`src/rtl/mem_access_unit.sv`:
```
// Load/store front-end for a word-organised data RAM: checks alignment and range,
// does read-modify-write for sub-word stores and extends sub-word load data.
module mem_access_unit #(
   parameter int ADDR_W    = 32,
   parameter int MEM_WORDS = 64
) (
   input  logic              clk,
   input  logic              rst_n,
   input  logic              req_valid,
   output logic              req_ready,
   input  logic              req_we,
   input  logic [1:0]        req_size,
   input  logic              req_signed,
   input  logic [ADDR_W-1:0] req_addr,
   input  logic [31:0]       req_wdata,
   output logic              resp_valid,
   input  logic              resp_ready,
   output logic [31:0]       resp_rdata,
   output logic              resp_err,
   output logic              mem_we,
   output logic [ADDR_W-1:0] mem_addr,
   output logic [31:0]       mem_wdata,
   input  logic [31:0]       mem_rdata
);

   typedef enum logic [1:0] {IDLE, RD, WR, RESP} state_t;

   localparam logic [ADDR_W-3:0] WORD_LIMIT = (ADDR_W-2)'(MEM_WORDS);

   state_t      state_reg;
   logic [1:0]  lane_reg;
   logic [1:0]  size_reg;
   logic        signed_reg;
   logic        we_reg;
   logic [31:0] wdata_reg;
   logic [31:0] word_buf_reg;

   logic        misaligned;
   logic        out_of_range;
   logic        req_err;
   logic [7:0]  byte_sel;
   logic [15:0] half_sel;
   logic [31:0] load_data;
   logic [31:0] merged_word;

   assign req_ready = (state_reg == IDLE);

   always_comb begin
      misaligned   = (req_size == 2'b11)
                   | ((req_size == 2'b01) & req_addr[0])
                   | ((req_size == 2'b10) & (|req_addr[1:0]));
      out_of_range = (req_addr[ADDR_W-1:2] >= WORD_LIMIT);
      req_err      = misaligned | out_of_range;
   end

   // Sub-word load extraction works straight off the RAM read data at the end of RD.
   always_comb begin
      byte_sel  = mem_rdata[{lane_reg, 3'b000} +: 8];
      half_sel  = mem_rdata[{lane_reg[1], 4'b0000} +: 16];
      load_data = mem_rdata;
      case (size_reg)
         2'b00:   load_data = {{24{signed_reg & byte_sel[7]}}, byte_sel};
         2'b01:   load_data = {{16{signed_reg & half_sel[15]}}, half_sel};
         default: load_data = mem_rdata;
      endcase
   end

   // Word stores bypass word_buf entirely; sub-word stores patch one lane of it.
   always_comb begin
      merged_word = word_buf_reg;
      case (size_reg)
         2'b00:   merged_word[{lane_reg, 3'b000} +: 8]     = wdata_reg[7:0];
         2'b01:   merged_word[{lane_reg[1], 4'b0000} +: 16] = wdata_reg[15:0];
         default: merged_word = wdata_reg;
      endcase
   end

   assign mem_wdata = merged_word;

   always_ff @(posedge clk or negedge rst_n) begin
      if (!rst_n) begin
         state_reg    <= IDLE;
         lane_reg     <= '0;
         size_reg     <= '0;
         signed_reg   <= 1'b0;
         we_reg       <= 1'b0;
         wdata_reg    <= '0;
         word_buf_reg <= '0;
         resp_valid   <= 1'b0;
         resp_err     <= 1'b0;
         resp_rdata   <= '0;
         mem_we       <= 1'b0;
         mem_addr     <= '0;
      end else begin
         case (state_reg)
            IDLE: begin
               if (req_valid) begin
                  lane_reg   <= req_addr[1:0];
                  size_reg   <= req_size;
                  signed_reg <= req_signed;
                  we_reg     <= req_we;
                  wdata_reg  <= req_wdata;
                  if (req_err) begin
                     state_reg  <= RESP;
                     resp_valid <= 1'b1;
                     resp_err   <= 1'b1;
                     resp_rdata <= '0;
                  end else begin
                     mem_addr <= {req_addr[ADDR_W-1:2], 2'b00};
                     if (req_we && req_size == 2'b10) begin
                        state_reg <= WR;
                        mem_we    <= 1'b1;
                     end else begin
                        state_reg <= RD;
                     end
                  end
               end
            end
            RD: begin
               word_buf_reg <= mem_rdata;
               if (we_reg) begin
                  state_reg <= WR;
                  mem_we    <= 1'b1;
               end else begin
                  state_reg  <= RESP;
                  resp_valid <= 1'b1;
                  resp_err   <= 1'b0;
                  resp_rdata <= load_data;
               end
            end
            WR: begin
               mem_we     <= 1'b0;
               state_reg  <= RESP;
               resp_valid <= 1'b1;
               resp_err   <= 1'b0;
               resp_rdata <= '0;
            end
            RESP: begin
               if (resp_ready) begin
                  state_reg  <= IDLE;
                  resp_valid <= 1'b0;
                  resp_err   <= 1'b0;
                  resp_rdata <= '0;
               end
            end
            default: state_reg <= IDLE;
         endcase
      end
   end

endmodule

```
`config.mk`:
```
export PLATFORM = sky130hd
export DESIGN_NAME = mem_access_unit
export DESIGN_NICKNAME = d
export VERILOG_FILES = /design/src/rtl/mem_access_unit.sv
export SDC_FILE = /design/constraint.sdc
export NUM_CORES = 1
export LEC_CHECK = 0
export BUFFER_PORTS_ARGS = -buffer_cell sky130_fd_sc_hd__buf_2
export CAP_MARGIN = 5
export CORE_AREA = 4 4 130 132
export CTS_CLUSTER_SIZE = 12
export DETAILED_ROUTE_END_ITERATION = 16
export DIE_AREA = 0 0 134 136
export PLACE_DENSITY = 0.7
export SYNTH_ARGS = -nofsm -noshare
export SYNTH_HDL_FRONTEND = slang
export SYNTH_SLANG_ARGS = --single-unit
```
`constraint.sdc`:
```
create_clock -name clk -period 3.4 [get_ports clk]
set_clock_uncertainty 0.15 [all_clocks]
set_input_delay 0 -clock clk [delete_from_list [all_inputs] [get_ports clk]]
set_output_delay 0 -clock clk [all_outputs]
set_load 0.005 [all_outputs]
```
* Yosys cells after proc, flatten, opt, wreduce, memory -nomap -nowiden
Cells that the tools add are included.
Operators by class: shifts and indexed selects 6, reductions and logical operators 10, $mul 0, muxes and demuxes 27, bitwise gates (word level) 8, divide/modulo/power cells 0, equal/unequal tests 14, $lt $le $gt $ge 1, $add $sub $neg 2
Operator list (count):
- $mux W32 | 4
- $pmux W32 S2 | 2
- $pmux W32 S4 | 1
- $bwmux W32 | 2
- $shift A16 B7 Y32 const A | 1
- $shift A8 B7 Y32 const A | 1
- $shiftx A16 B7 Y32 | 1
- $shiftx A32 B6 Y16 | 1
- $shiftx A32 B6 Y8 | 1
- $shiftx A8 B7 Y32 | 1
- $ge A30 B7 Y1 const B | 1
- $neg A5 Y7 | 2
- $mux W1 | 10
- $ne A2 B2 Y1 const B | 5
- $eq A2 B2 Y1 const B | 4
- $mux W2 | 4
- $pmux W1 S4 | 2
- $pmux W2 S4 | 1
- $eq A2 B1 Y1 const B | 3
- $reduce_and A5 Y1 | 1
- $and A1 B1 Y1 | 4
- $logic_not A2 Y1 | 2
- $ne A2 B1 Y1 const B | 2
- $reduce_and A2 Y1 | 2
- 8 further kinds | 10
Storage, ports and cells: ROM bits 0, flip-flop bits (word level) 137, input bits 104, memories 0, bits in latches 0, RAM bits 0

* Logic depth before layout (Yosys ltp)
Gate-level depths: netlist (run 1).
word-level depth 8, mapped depth 9, gate-level depth less buffers 6

* Worst setup path after synthesis (run 1)
No wires, ideal clock.
path type register -> output, start point register lane_reg[1], end point output port mem_wdata[24], slack 979 ps, cell stages (with the launch flop) 10, data arrival time 2271 ps, buffers on the path 3, cell sequence dfrtp_1 > buf_6 > inv_1 > clkbuf_1 > ha_1 > nor4bb_1 > clkbuf_1 > a221oi_1 > a211oi_1 > a21o_1
Between the ends: cells in the longest elaborated chain, start to end 4, elaborated cells on any way between the ends 9, those cells by class 2 x add/sub; 4 x shift; 3 x mux
Ends and longest elaborated chain:
- from (decl) | RTL line 31 | logic [1:0] lane_reg;
- from (signal assigned) | RTL line 98 | lane_reg <= req_addr[1:0];
- $neg A5 Y7, on equally long branches | RTL line 73, 72
- $shiftx A16 B7 Y32 (tied with other cells) | RTL line 73 | 2'b01: merged_word[{lane_reg[1], 4'b0000} +: 16] = wdata_reg[15:0];
- $bwmux W32, on equally long branches | RTL line 73, 72
- $pmux W32 S2 (*) | RTL line 71 | case (size_reg)
- to (decl) | RTL line 22 | output logic [31:0] mem_wdata,
Mark *: on every way between the ends. The rest lies on a longest branch, timed or not.

* Worst setup path in the final report (run 1)
Ends and elaborated chain as after synthesis.

==> key figures, run 1 <==
Run status
  – Status: finished clean

Synthesis
  – Number of synthesis warnings: 0
  – Fraction of the yosys area taken by sequential cells: 0.489
  – Number of storage elements in the synthesis netlist: 137
  – Portion of synthesized cell area occupied by the leading cell type: 0.489
  – Predominant post-synthesis flop cell: dfrtp_1
  – Leading area contributor after synthesis: dfrtp_1
  – Post-Syn Area: 7010 um2
  – Count of different cell masters after synthesis: 68
  – Post-Syn Area per Cell: 11.7 um2
  – Number of flops mapped to enable cells by yosys: 0
  – Gate Count Post-Synth: 599
  – Ys async rst share: 1.00
  – Synth area leaders: dfrtp_1 49%, mux2_2 13%, o21ai_0 2.9%

Worst hold path
  – Type of the tightest min-delay check: primary input to flop

Die
  – Die X-Extent: 134 um
  – # rows: 46
  – Floorplan Core Area: 15,700 um2
  – Initial cell density of the core: 0.446
  – Die ar.: 18,200 um2
  – Die Span Y: 136 um
  – I/O pin total: 204

Worst setup path
  – Critical path peak fanout: 20
  – Crit path largest cell delay: 0.47 ns
  – Master of the slowest instance on the critical path: inv_1
  – Arrival time of the worst setup path: 2.90 ns
  – Element type at the critical path start: flop
  – Capturing element type of the critical path: output pin
  – Category of the most critical setup path: flop to output pin
  – Worst-case register-to-register setup slack: 0.82 ns
  – CP cell instances: inv_1 > ha_1 > nor4bb_1 > buf_4 > a221oi_1 > a211oi_1 > a21o_1 > buf_2
  – Required time of the critical path: 3.25 ns

Detailed routing
  – Drt pass-1 iters: 5
  – Final wirelength: 21,900 um
  – Post-route ant nets: 0
  – Total number of vias: 6,178
  – Iteration-0 DRC count of the detailed router: 621
  – Routed WL per cell: 20.0 um
  – DRC violations left: 0
  – Drt via density: 5.64

Clock tree
  – H-tree level count: 4
  – CTS tree: done
  – Count of clock tree sinks: 137
  – Clock latency on the worst-skew pair: 0.42 ns
  – TritonCTS buffer count: 17
  – Buffer cell driving the clock tree root: clkbuf_16
  – Max clock buf depth: 2
  – Clk slew on worst S/H paths: 0.07 ns

Place
  – Input/output buffers: 201
  – Routability Congestion: 0.916
  – DPL Wire Length: 15,400 um

STA
  – Headroom to the max-slew limit: 0.321
  – Total count of hold-check failures in the final report: 0
  – Setup TNS: 0 ns
  – Setup repair after global routing missed its margin: false
  – Slew at the pin with the worst max-slew slack: 1.02 ns
  – Number of endpoints failing setup at the final stage: 0
  – Time the worst path needs with I/O delays and setup: 3.05 ns
  – Period utilisation layout: 0.898
  – Top achievable clock speed: 327 MHz
  – Count of pins over their slew limit: 0

Cells and area
  – Area added between synthesis and finish: 36.4%
  – Layout fillers: 1,283
  – Post-route core utilization: 0.608
  – Proportion of layout cells with a drive suffix above 1: 0.413
  – Antenna Cells: 0
  – Number of nets in the layout: 981

Global routing
  – Pin count of the biggest net entering global routing: 111
  – Final global-route overflow total: 0
  – Number of antenna violations at the first check in global routing: 0
  – Global-route wire length before repair: 34,900 um
  – Number of global-route vias before repair: 6,545
  – All-Layer GR Usage: 0.245

Flow run
  – Max-cap violations: 0

Power
  – Pwr per Cell Area: 888 nW/um2
  – Leakage power total: 4.70 nW
  – Highest ir drop seen on vdd: 0.496 mV
[cells in the mapped netlist, types with 8 or more instances]
| library cell | count |
|---|---|
| a211oi_1 | 11 |
| a21oi_1 | 25 |
| a221oi_1 | 10 |
| a22o_1 | 8 |
| a32o_1 | 17 |
| a32o_2 | 13 |
| buf_2 | 18 |
| clkbuf_1 | 15 |
| dfrtp_1 | 137 |
| ha_1 | 10 |
| inv_1 | 15 |
| mux2_2 | 78 |
| mux2i_1 | 15 |
| nand2_1 | 41 |
| nor2_1 | 12 |
| nor2b_1 | 28 |
| o21ai_0 | 40 |
[layer usage]
| layer | share of wire | routed length [um] | GRT usage | vias up |
|---|---|---|---|---|
| met3 | 0.074 | 1620 | 0.0666 | 54 |
| met5 | 0 | 0 | 0 | - |
| met1 | 0.39 | 8620 | 0.299 | 3005 |
| li1 | - | - | - | 2791 |
| met2 | 0.50 | 11000 | 0.412 | 328 |
| met4 | 0.032 | 696 | 0.101 | 0 |
[critical path: cells and delay by family, from the launching register on]
kind | cells | cell delay (ns)
DFF | 1 | 0.37
buffers and inverters | 3 | 0.79
AOI/OAI and AO/OA | 3 | 0.63
adders and majority gates | 1 | 0.40
and+or+nand+nor | 1 | 0.30
[layout by cell type, fill, tap and decap left out, types with 8 or more instances in the layout]
| cell | count |
|---|---|
| buf_2 | 200 |
| o21ai_0 | 40 |
| inv_1 | 15 |
| mux2_2 | 78 |
| mux2i_1 | 15 |
| nor2b_1 | 28 |
| clkbuf_16 | 17 |
| a32o_1 | 17 |
| nand2_1 | 41 |
| a32o_2 | 13 |
| nor2_1 | 12 |
| a221oi_1 | 10 |
| a22o_1 | 8 |
| dlygate4sd3_1 | 82 |
| ha_1 | 10 |
| a211oi_1 | 11 |
| dfrtp_1 | 137 |
| buf_4 | 11 |
| a21oi_1 | 25 |
[metrics by stage]
step	power, mW	instance area [um2]	hold slack (ns)	setup slack, ns	std cells
2_1_floorplan	5.23	7010	-0.446	0.979	600
3_3_place_gp	6.39	8130	0.0642	0.870	982
3_5_place_dp	6.52	8130	0.0708	0.721	982
4_1_cts	8.49	9550	0.000962	0.236	1096
5_1_grt	9.05	9560	0.0279	0.219	1096
6_report	8.49	9560	0.0139	0.346	1096
[layout make-up]
cell class	count	area [um2]	area share
flip-flops and latches	137	3430	0.359
multi-input cells	401	3280	0.344
inverters	16	60.1	0.00628
well taps	216	270	0.0283
clock inverters	15	174	0.0182
repair buffers	294	1920	0.200
clock buffers	17	425	0.0445
[report_power, final]
group | total [mW] | internal, mW | switching (mW)
logic | 3.85 | 1.86 | 1.99
clock network | 1.83 | 0.992 | 0.841
registers | 2.81 | 2.22 | 0.585
total | 8.49 | 5.07 | 3.42
[what timing repair did]
action / CTS / global route
gates resized for setup: 0 / 1
hold endpoints to repair: 217 / 0
setup buffers: 0 / 0
setup endpoints to repair: 0 / 3
hold buffers: 82 / 0
[worst paths after layout]
kind / start / to / cells after the start
min in group asynchronous: rst_n / resp_err$_DFFE_PN0P_ / 2
min reg2reg: resp_rdata[13]$_DFFE_PN0P_ / resp_rdata[13]$_DFFE_PN0P_ / 1
max in group asynchronous: rst_n / mem_addr[10]$_DFFE_PN0P_ / 3
max: lane_reg[1]$_DFFE_PN0P_ / mem_wdata[24] / 8
max reg2reg: state_reg[1]$_DFFE_PN0P_ / mem_addr[7]$_DFFE_PN0P_ / 6
min: resp_ready / resp_err$_DFFE_PN0P_ / 4
[cells by family (layout without fill, tap and decap cells)]
kind of cell,after synthesis,after routing,synth area share
flops,137,137,0.489
other cells,1,2,0.000535
buf+inv,62,342,0.0443
compound gates,173,173,0.187
fa+ha+maj,10,10,0.0179
mux,97,97,0.158
simple gates,119,119,0.104
No activity file was read; power rests on OpenSTA's default activity.
==> run 2, diff against run 1 <==
- CORE_AREA: 4 4 130 132 -> 4 4 94 184
- DIE_AREA: 0 0 134 136 -> 0 0 98 188
==> run 2 against run 1 <==
  * Clock-buffer cell count stayed put
  * Wire length is 5.5% higher
  * Setup slack better by 0.17 ns
  * Sequential power hardly changed
  * Power increased by 0.42%
  * Die area increased by 1.1%
  * Largest cell class unchanged
  * Largest power group unchanged
  * Critical path type unchanged
  * Combinational power is 3% higher
==> key figures, run 2 (same netlist as run 1, synthesis figures left out) <==
Clock tree
  – Count of clock tree sinks: 137 (unchanged)
  – Post_cts resized: 0 (unchanged)
  – Max clock buf depth: 2 (unchanged)
  – CTS tree: done
  – Clk slew on worst S/H paths: 0.06 ns (about the same)
  – Post CTS Setup Buffer Count: 0 (unchanged)
  – TritonCTS buffer count: 17 (unchanged)
  – Buffer cell driving the clock tree root: clkbuf_16
  – Clock latency on the worst-skew pair: 0.42 ns (about the same)
  – H-tree level count: 4 (unchanged)

Die
  – Initial cell density of the core: 0.442 (-0.00412)
  – I/O pin total: 204 (unchanged)
  – # rows: 65 (+41%)
  – Die ar.: 18,400 um2 (+1.1%)
  – Die Span Y: 188 um (+38%)
  – Floorplan Core Area: 15,900 um2 (+0.93%)
  – Die X-Extent: 98 um (-27%)

Worst setup path
  – Master of the slowest instance on the critical path: inv_1
  – Capturing element type of the critical path: output pin
  – Arrival time of the worst setup path: 2.74 ns (-0.16 ns)
  – CP top delay family: buffers and inverters
  – Crit path largest cell delay: 0.44 ns (-0.03 ns)
  – Critical path peak fanout: 20 (unchanged)
  – Number of cells traversed by the worst register-to-register path: 8 (+2)
  – Category of the most critical setup path: flop to output pin
  – Required time of the critical path: 3.25 ns (about the same)
  – Bufs and invs on worst path: 3 (unchanged)
  – Startpoint of the lowest-slack register-to-register path: state_reg[1]$_DFFE_PN0P_
  – Element type at the critical path start: flop
  – Worst reg2reg endpoint: mem_we$_DFFE_PN0P_
  – CP cell instances: inv_1 > ha_1 > nand2_1 > o41ai_1 > buf_4 > a22oi_1 > o21ai_0 > buf_2
  – Worst-case register-to-register setup slack: 0.81 ns (about the same)

Cells and area
  – Design Area, Final: 9520 um2 (-0.45%)
  – Most frequent standard cell in the layout excluding fill and tap cells: buf_2
  – Proportion of layout cells with a drive suffix above 1: 0.413 (+0.000667)
  – Antenna Cells: 0 (unchanged)
  – Number of nets in the layout: 982 (+0.10%)
  – Highest-count cells in the layout ignoring fill and taps: 200 x buf_2, 137 x dfrtp_1, 81 x dlygate4sd3_1, 78 x mux2_2, 41 x nand2_1
  – Area added between synthesis and finish: 35.8%
  – Layout fillers: 1,285 (+0.16%)

Worst hold path
  – Type of the tightest min-delay check: primary input to async pin

Flow run
  – Max-cap violations: 0 (unchanged)

STA
  – Slew at the pin with the worst max-slew slack: 0.889 ns (-0.129 ns)
  – Top achievable clock speed: 346 MHz (+5.7%)
  – Worst Hold Margin: 0.0283 ns (+0.0144 ns)
  – Setup repair after global routing missed its margin: false
  – Period utilisation layout: 0.849 (-0.0488)
  – Setup TNS: 0 ns (unchanged)
  – Time the worst path needs with I/O delays and setup: 2.89 ns (-0.166 ns)
  – Headroom to the max-slew limit: 0.406 (+0.0848)
  – Count of pins over their slew limit: 0 (unchanged)
  – Total count of hold-check failures in the final report: 0 (unchanged)
  – Final setup margin: 0.512 ns (+0.166 ns)
  – Number of endpoints failing setup at the final stage: 0 (unchanged)

Global routing
  – Number of global-route vias before repair: 6,570 (+0.38%)
  – Pin count of the biggest net entering global routing: 80 (-28%)
  – All-Layer GR Usage: 0.251 (+0.00595)
  – Number of antenna violations at the first check in global routing: 0 (unchanged)
  – Final global-route overflow total: 0 (unchanged)
  – Global-route wire length before repair: 36,000 um (+3.1%)

Place
  – Input/output buffers: 201 (unchanged)
  – DPL Wire Length: 17,000 um (+10%)
  – Placement-stage worst setup slack: 0.948 ns (+0.226 ns)
  – Placed Instance Area: 8140 um2 (about the same)
  – Routability Congestion: 0.876 (-4.4%)

Power
  – NetSw: 3.40 mW (-0.45%)
  – Highest ir drop seen on vdd: 0.391 mV (-21%)
  – Total internal power: 5.12 mW (+1.0%)
  – Relative contribution of sequential cells to total power: 0.329 (-0.002)
  – Power share of the clock group: 0.208 (-0.008)
  – Comb power frac: 0.464 (+0.011)
  – Sw Ratio: 0.399 (-0.00350)
  – Design Power: 8.52 mW (+0.42%)
  – Leakage power total: 4.69 nW (-0.23%)
  – Pwr per Cell Area: 896 nW/um2 (+0.87%)

Detailed routing
  – Drt pass-1 iters: 5 (unchanged)
  – Total number of vias: 6,155 (-0.37%)
  – DRC violations left: 0 (unchanged)
  – Routed WL per cell: 21.4 um (+6.9%)
  – Final wirelength: 23,100 um (+5.5%)
  – Post-route ant nets: 0 (unchanged)
  – Iteration-0 DRC count of the detailed router: 414 (-33%)
  – Drt via density: 5.69 (+0.92%)

Run status
  – Status: finished clean
==> run 2: worst register-to-register path, cell delays in order (launching register included) <==
cell           delay (ns)
dfrtp_1              0.44
inv_1                0.10
ha_1                 0.17
buf_4                0.46
nor2b_1              0.32
nor4_1               0.09
nand3_1              0.08
nand4b_1             0.09
dlygate4sd3_1        0.56
==> run 2: area by class of cell <==
| cell class | count | area (um2) | area share |
|---|---|---|---|
| clock inverters | 15 | 144 | 0.0151 |
| repair buffers | 295 | 1930 | 0.203 |
| clock buffers | 17 | 425 | 0.0447 |
| multi-input cells | 401 | 3280 | 0.344 |
| flip-flops and latches | 137 | 3430 | 0.360 |
| well taps | 201 | 251 | 0.0264 |
| inverters | 16 | 60.1 | 0.00631 |
==> run 2: worst max-delay path by stage <==
stage,startpoint,end,slack [ns],depth (start not counted)
final,lane_reg[1]$_DFFE_PN0P_,mem_wdata[19],0.51,8
after global routing,lane_reg[1]$_DFFE_PN0P_,mem_wdata[21],0.30,8
after CTS,lane_reg[1]$_DFFE_PN0P_,mem_wdata[19],0.49,8
after detailed placement,lane_reg[1]$_DFFE_PN0P_,mem_wdata[19],0.95,8
after global placement,lane_reg[1]$_DFFE_PN0P_,mem_wdata[21],0.98,8
after floorplan,lane_reg[1]$_DFFE_PN0P_,mem_wdata[24],0.98,9
==> run 2: per-layer routing <==
layer  wire length [um]  vias to the layer above  track usage
met3               1300                       90       0.0529
met4               1500                        0        0.159
met1               7990                     2997        0.251
met2              12300                      286        0.459
li1                   -                     2782            -
met5                  0                        -            0
==> run 2: power groups by stage <==
stage	clock network [mW]	registers, mW	logic, mW
floorplan	0	2.56	2.67
global placement	0	2.76	3.73
detailed placement	0	2.80	3.81
CTS	1.80	2.78	3.94
global route	1.86	2.85	4.31
finish	1.77	2.80	3.95
==> run 2: metrics by stage <==
step / util / instances
final: 0.600 / 1082
after global routing: 0.600 / 1082
after floorplan: - / 600
after global placement: 0.513 / 969
after CTS: 0.600 / 1082
after detailed placement: 0.513 / 969
==> run 2: what timing repair did <==
| item | in CTS | in global routing |
|---|---|---|
| hold buffers | 81 | 0 |
| setup endpoints to repair | 0 | 0 |
| hold endpoints to repair | 179 | 0 |
